### src/rtl/fetch_unit.sv
// Instruction-fetch stage: owns the PC, issues single outstanding imem requests,
// presents fetched words to decode and squashes stale work on branch/jump redirects.
module fetch_unit #(
    parameter logic [31:0] RESET_PC = 32'h0000_0000
) (
    input  logic        clk,
    input  logic        rst_n,
    input  logic        branch_taken,
    input  logic [31:0] branch_target,
    input  logic        jump,
    input  logic [31:0] jump_target,
    input  logic        stall,
    output logic        imem_req,
    output logic [31:0] imem_addr,
    input  logic        imem_gnt,
    input  logic        imem_rvalid,
    input  logic [31:0] imem_rdata,
    output logic        if_valid,
    output logic [31:0] if_pc,
    output logic [31:0] if_instruction,
    output logic        flush
);

    localparam int unsigned XLEN = 32;
    localparam logic [XLEN-1:0] NOP_INSTR = 32'h0000_0013;
    localparam logic [XLEN-1:0] PC_STEP   = XLEN'(4);
    localparam logic [XLEN-1:0] ALIGN_MASK = ~XLEN'(3);

    typedef enum logic [1:0] {
        S_IDLE  = 2'd0,
        S_FETCH = 2'd1,
        S_WAIT  = 2'd2,
        S_DRAIN = 2'd3
    } state_t;

    state_t          r_state;
    state_t          w_state_next;
    logic [XLEN-1:0] r_pc;
    logic [XLEN-1:0] r_pc_inflight;
    logic            r_if_valid;
    logic [XLEN-1:0] r_if_pc;
    logic [XLEN-1:0] r_if_instr;
    logic            r_flush;

    logic            w_redirect;
    logic [XLEN-1:0] w_target;
    logic            w_req;
    logic            w_fire;
    logic            w_capture;

    // The branch is the older instruction, so it wins over a simultaneous jump.
    assign w_redirect = branch_taken || jump;
    assign w_target   = (branch_taken ? branch_target : jump_target) & ALIGN_MASK;
    assign w_fire     = w_req && imem_gnt;

    always_ff @(posedge clk or negedge rst_n) begin
        if (!rst_n) begin
            r_state <= S_IDLE;
        end else begin
            r_state <= w_state_next;
        end
    end

    // A grant or outstanding response that coincides with a redirect is stale and drained.
    always_comb begin
        w_state_next = r_state;
        case (r_state)
            S_IDLE:  w_state_next = S_FETCH;
            S_FETCH: begin
                if (w_fire) begin
                    w_state_next = w_redirect ? S_DRAIN : S_WAIT;
                end
            end
            S_WAIT: begin
                if (imem_rvalid) begin
                    w_state_next = S_FETCH;
                end else if (w_redirect) begin
                    w_state_next = S_DRAIN;
                end
            end
            S_DRAIN: begin
                if (imem_rvalid) begin
                    w_state_next = S_FETCH;
                end
            end
            default: w_state_next = S_IDLE;
        endcase
    end

    always_comb begin
        w_req     = 1'b0;
        w_capture = 1'b0;
        if (r_state == S_FETCH) begin
            w_req = !r_if_valid || !stall;
        end
        if (r_state == S_WAIT) begin
            w_capture = imem_rvalid;
        end
    end

    always_ff @(posedge clk or negedge rst_n) begin
        if (!rst_n) begin
            r_pc          <= RESET_PC;
            r_pc_inflight <= '0;
            r_if_valid    <= 1'b0;
            r_if_pc       <= '0;
            r_if_instr    <= NOP_INSTR;
            r_flush       <= 1'b0;
        end else begin
            r_flush <= w_redirect;

            if (w_redirect) begin
                r_pc <= w_target;
            end else if (w_fire) begin
                r_pc <= r_pc + PC_STEP;
            end

            if (w_fire) begin
                r_pc_inflight <= r_pc;
            end

            // Redirect squashes the slot even if decode is stalled or data lands now.
            if (w_redirect) begin
                r_if_valid <= 1'b0;
            end else if (w_capture) begin
                r_if_valid <= 1'b1;
                r_if_pc    <= r_pc_inflight;
                r_if_instr <= imem_rdata;
            end else if (r_if_valid && !stall) begin
                r_if_valid <= 1'b0;
            end
        end
    end

    assign imem_req       = w_req;
    assign imem_addr      = r_pc;
    assign if_valid       = r_if_valid;
    assign if_pc          = r_if_pc;
    assign if_instruction = r_if_instr;
    assign flush          = r_flush;

endmodule

### config.mk
export PLATFORM = sky130hd
export DESIGN_NAME = fetch_unit
export DESIGN_NICKNAME = d
export VERILOG_FILES = /design/src/rtl/fetch_unit.sv
export SDC_FILE = /design/constraint.sdc
export NUM_CORES = 1
export LEC_CHECK = 0
export BUFFER_PORTS_ARGS = -buffer_cell sky130_fd_sc_hd__buf_2
export CORE_ASPECT_RATIO = 1.25
export CORE_UTILIZATION = 33
export DETAILED_ROUTE_END_ITERATION = 12
export PLACE_DENSITY = 0.57
export SLEW_MARGIN = 15
export SYNTH_ARGS = -nofsm -noshare
export SYNTH_HDL_FRONTEND = slang
export SYNTH_SLANG_ARGS = --single-unit
### constraint.sdc
create_clock -name clk -period 2.1 [get_ports clk]
set_input_delay 0.105 -clock clk [delete_from_list [all_inputs] [get_ports clk]]
set_output_delay 0.105 -clock clk [all_outputs]
set_load 0.01 [all_outputs]
==> results_dict.tcl <==
set metrics [dict create \
    status "finished clean" \
    fin_area_um2 8369 \
    slew_viol_final 0 \
    synth_area_leaders "dfrtp_1, mux2_2, nand2_1, a21oi_1, nor2_1" \
    seq_power_share_pct 39.2 \
    setup_violations 0 \
    slew_headroom_pct 61.01 \
    yosysSeqAreaShare_pct 52.86 \
    syn_avg_cell_area_um2 10.37 \
    critPathMaxFanout 17 \
    post_cts_buffers 0 \
    path_clk_slew_ps 60 \
    dr.first_iter.drc_count 301 \
    die_h_um 152.4 \
    combPwrFrac_pct 30.1 \
    synthCells 576 \
    synth_most_common_cell "dfrtp_1" \
    drc_errors 0 \
    dieArea_um2 18640 \
    max-cap-violations 0 \
    synth_area_um2 5972 \
    die_w_um 122.3 \
    placedCellCount 995 \
    clock_skew_ps 7.725 \
    power.density_nw_per_um2 1176 \
    switching_share_pct 31.79 \
    internal-power_mw 6.711 \
    hold_viol 0 \
    ir_worst_vdd_mv 0.5550 \
    synthArstFlopShare_pct 100.0 \
    io_pins 202 \
    clk_path_buf_depth 2 \
    yosys_most_used_dff "dfrtp_1" \
    placement.io_buffers 193 \
    root_buffer "clkbuf_16" \
    yosysTopAreaCell "dfrtp_1" \
    ys_types 62 \
    critPathArrivalTime_ps 2250 \
    r2r_setup_slack_ps 140 \
    final_cells 1067 \
    dpl.hpwl_mm 12.23 \
    r2r_start "r_state[1]" \
    antenna_found_initial 0 \
    ant_nets 0 \
    totalPowerFinal_mw 9.839 \
    grt-ovfl-total 0 \
    min_period_ps 1957 \
    grt_pass1_wl_mm 27.18 \
    endpoint "imem_addr[3]" \
    clkPwrFrac_pct 30.7 \
    power.leakage_nw 4.268 \
    drt_first_pass_iters 5 \
    rows 54 \
    seq_area_um2 3157 \
    crit_start "r_state[1]" \
    hold_ws_ps 13.12 \
    fillerInstances 1715 \
    fmax_mhz 510.9 \
    timing.rr.end "imem_addr[3]" \
    synth_top_cell_area_share_pct 51.54 \
    clock-sinks 126 \
    wl_per_cell_um 16.10 \
    vias 5183 \
    cp-start-kind "register" \
    yosys_warnings 0 \
    track_usage_pct 19.11 \
    final_core_util_pct 47.64 \
    dpl_cell_area_um2 7356 \
    min_period_over_period_pct 93.21 \
    grt_max_degree 61 \
    wirelength_mm 17.18 \
    start_util_pct 34.00 \
    clk_latency_ps 410 \
    rsz0062_at_grt "true" \
    nets 937 \
    synth-seq-cells 126 \
    routabilityCongestion 0.8163 \
    tightest_slew_ps 584.9 \
    cts_tree "yes" \
    fp.coreArea_um2 17570 \
    min_path_type "primary input to register" \
    drive_gt1_share_pct 40.81 \
    area_growth_pct 40.14 \
    htree_levels 4 \
    vias_per_cell 4.858 \
    cts_made_buffers 17 \
    synth_edf_count 0 \
    n_antenna_cell 0 \
    synth_common_cells "dfrtp_1, nand2_1, mux2_2, nor2_1, a21oi_1" \
    crit_required_ps 2390 \
    crit_path_end_kind "register" \
    grt_pass1_vias 5014 \
    multiInputGateArea_um2 2570 \
    crit_type "register to register" \
    switching_power_mw 3.128 \
    r2r_cells 8 \
]
-- per-layer routing --
metal | wire (um) | track usage, % | up-vias
met4 | 225 | 5.865 | 0
met2 | 8583 | 31.97 | 178
met3 | 811 | 3.892 | 20
li1 | - | - | 2523
met5 | 0 | 0 | -
met1 | 7563 | 24.49 | 2462
-- flip-flops by register name (all words and copies together) (netlist names) --
name / cells
r_state: 2
if_valid: 1
flush: 1
imem_addr: 30
r_pc_inflight: 30
if_instruction: 32
if_pc: 30
-- cell type report --
class	count	area share [%]
Tap cell	224	3.349
Inverter	17	0.7624
Sequential cell	126	37.72
Multi-Input combinational cell	400	30.71
Clock inverter	14	1.988
Clock buffer	18	5.247
Timing Repair Buffer	268	20.23
-- power by group through the flow --
stage / Combinational, mW / Clock [mW] / Sequential (mW)
floorplan: 1.36 / 0 / 4.16
global placement: 2.89 / 0 / 3.89
detailed placement: 2.93 / 0 / 3.92
CTS: 3.00 / 3.09 / 3.88
global route: 3.28 / 3.19 / 4.00
finish: 2.96 / 3.02 / 3.86
-- worst min-delay path by stage --
stage,depth (start not counted),endpoint,start,slack (ps)
after global routing,3,imem_addr[27],branch_target[27],4
after global placement,1,if_instruction[29],rst_n,140
after floorplan,0,flush,rst_n,-190
after detailed placement,1,if_instruction[29],rst_n,140
after CTS,3,imem_addr[31],jump_target[31],2
final,3,imem_addr[27],branch_target[27],10
-- critical path, cell delays in order (launching register included) --
cell     delay, ps
dfrtp_1        410
inv_1           70
ha_1           160
a21bo_4        250
nor2_4         220
buf_12         190
mux2i_1        180
o21ai_0         80
mux2_2         270
-- per-stage QoR --
stage                     TNS [ps]  setup WS [ps]
after floorplan                  0          226.6
after global placement           0          195.4
after detailed placement         0          148.3
after CTS                        0          127.5
after global routing        -4.879         -4.879
final                            0          142.5
-- timing repair --
| item | in CTS | in global routing |
|---|---|---|
| endpoints found under the setup margin | 0 | 3 |
| hold endpoints to repair | 97 | 0 |
| hold buffers | 40 | 0 |
| resized for setup | 0 | 3 |
-- kinds of logic (layout without fill, tap and decap cells) --
logic type	count (synthesis)	after routing	synth area share (%)
AND/OR/NAND/NOR	215	215	16.91
XOR/XNOR	5	5	0.7334
AO/OA/AOI/OAI	104	104	11.46
multiplexers	68	68	12.74
buffers and inverters	53	317	4.400
other	1	4	0.06279
flip-flops	126	126	52.86
adder cells (fa/ha/maj)	4	4	0.8381
-- cells in the final DEF, fill, tap and decap left out, types with 17 or more instances in the layout --
master,instances
clkbuf_16,17
inv_1,17
nand2_1,112
buf_4,30
a21oi_1,33
dlygate4sd3_1,40
dfrtp_1,123
o21ai_0,22
mux2_2,64
nor2_1,35
buf_2,192
Power figures use the tool's default switching activity.
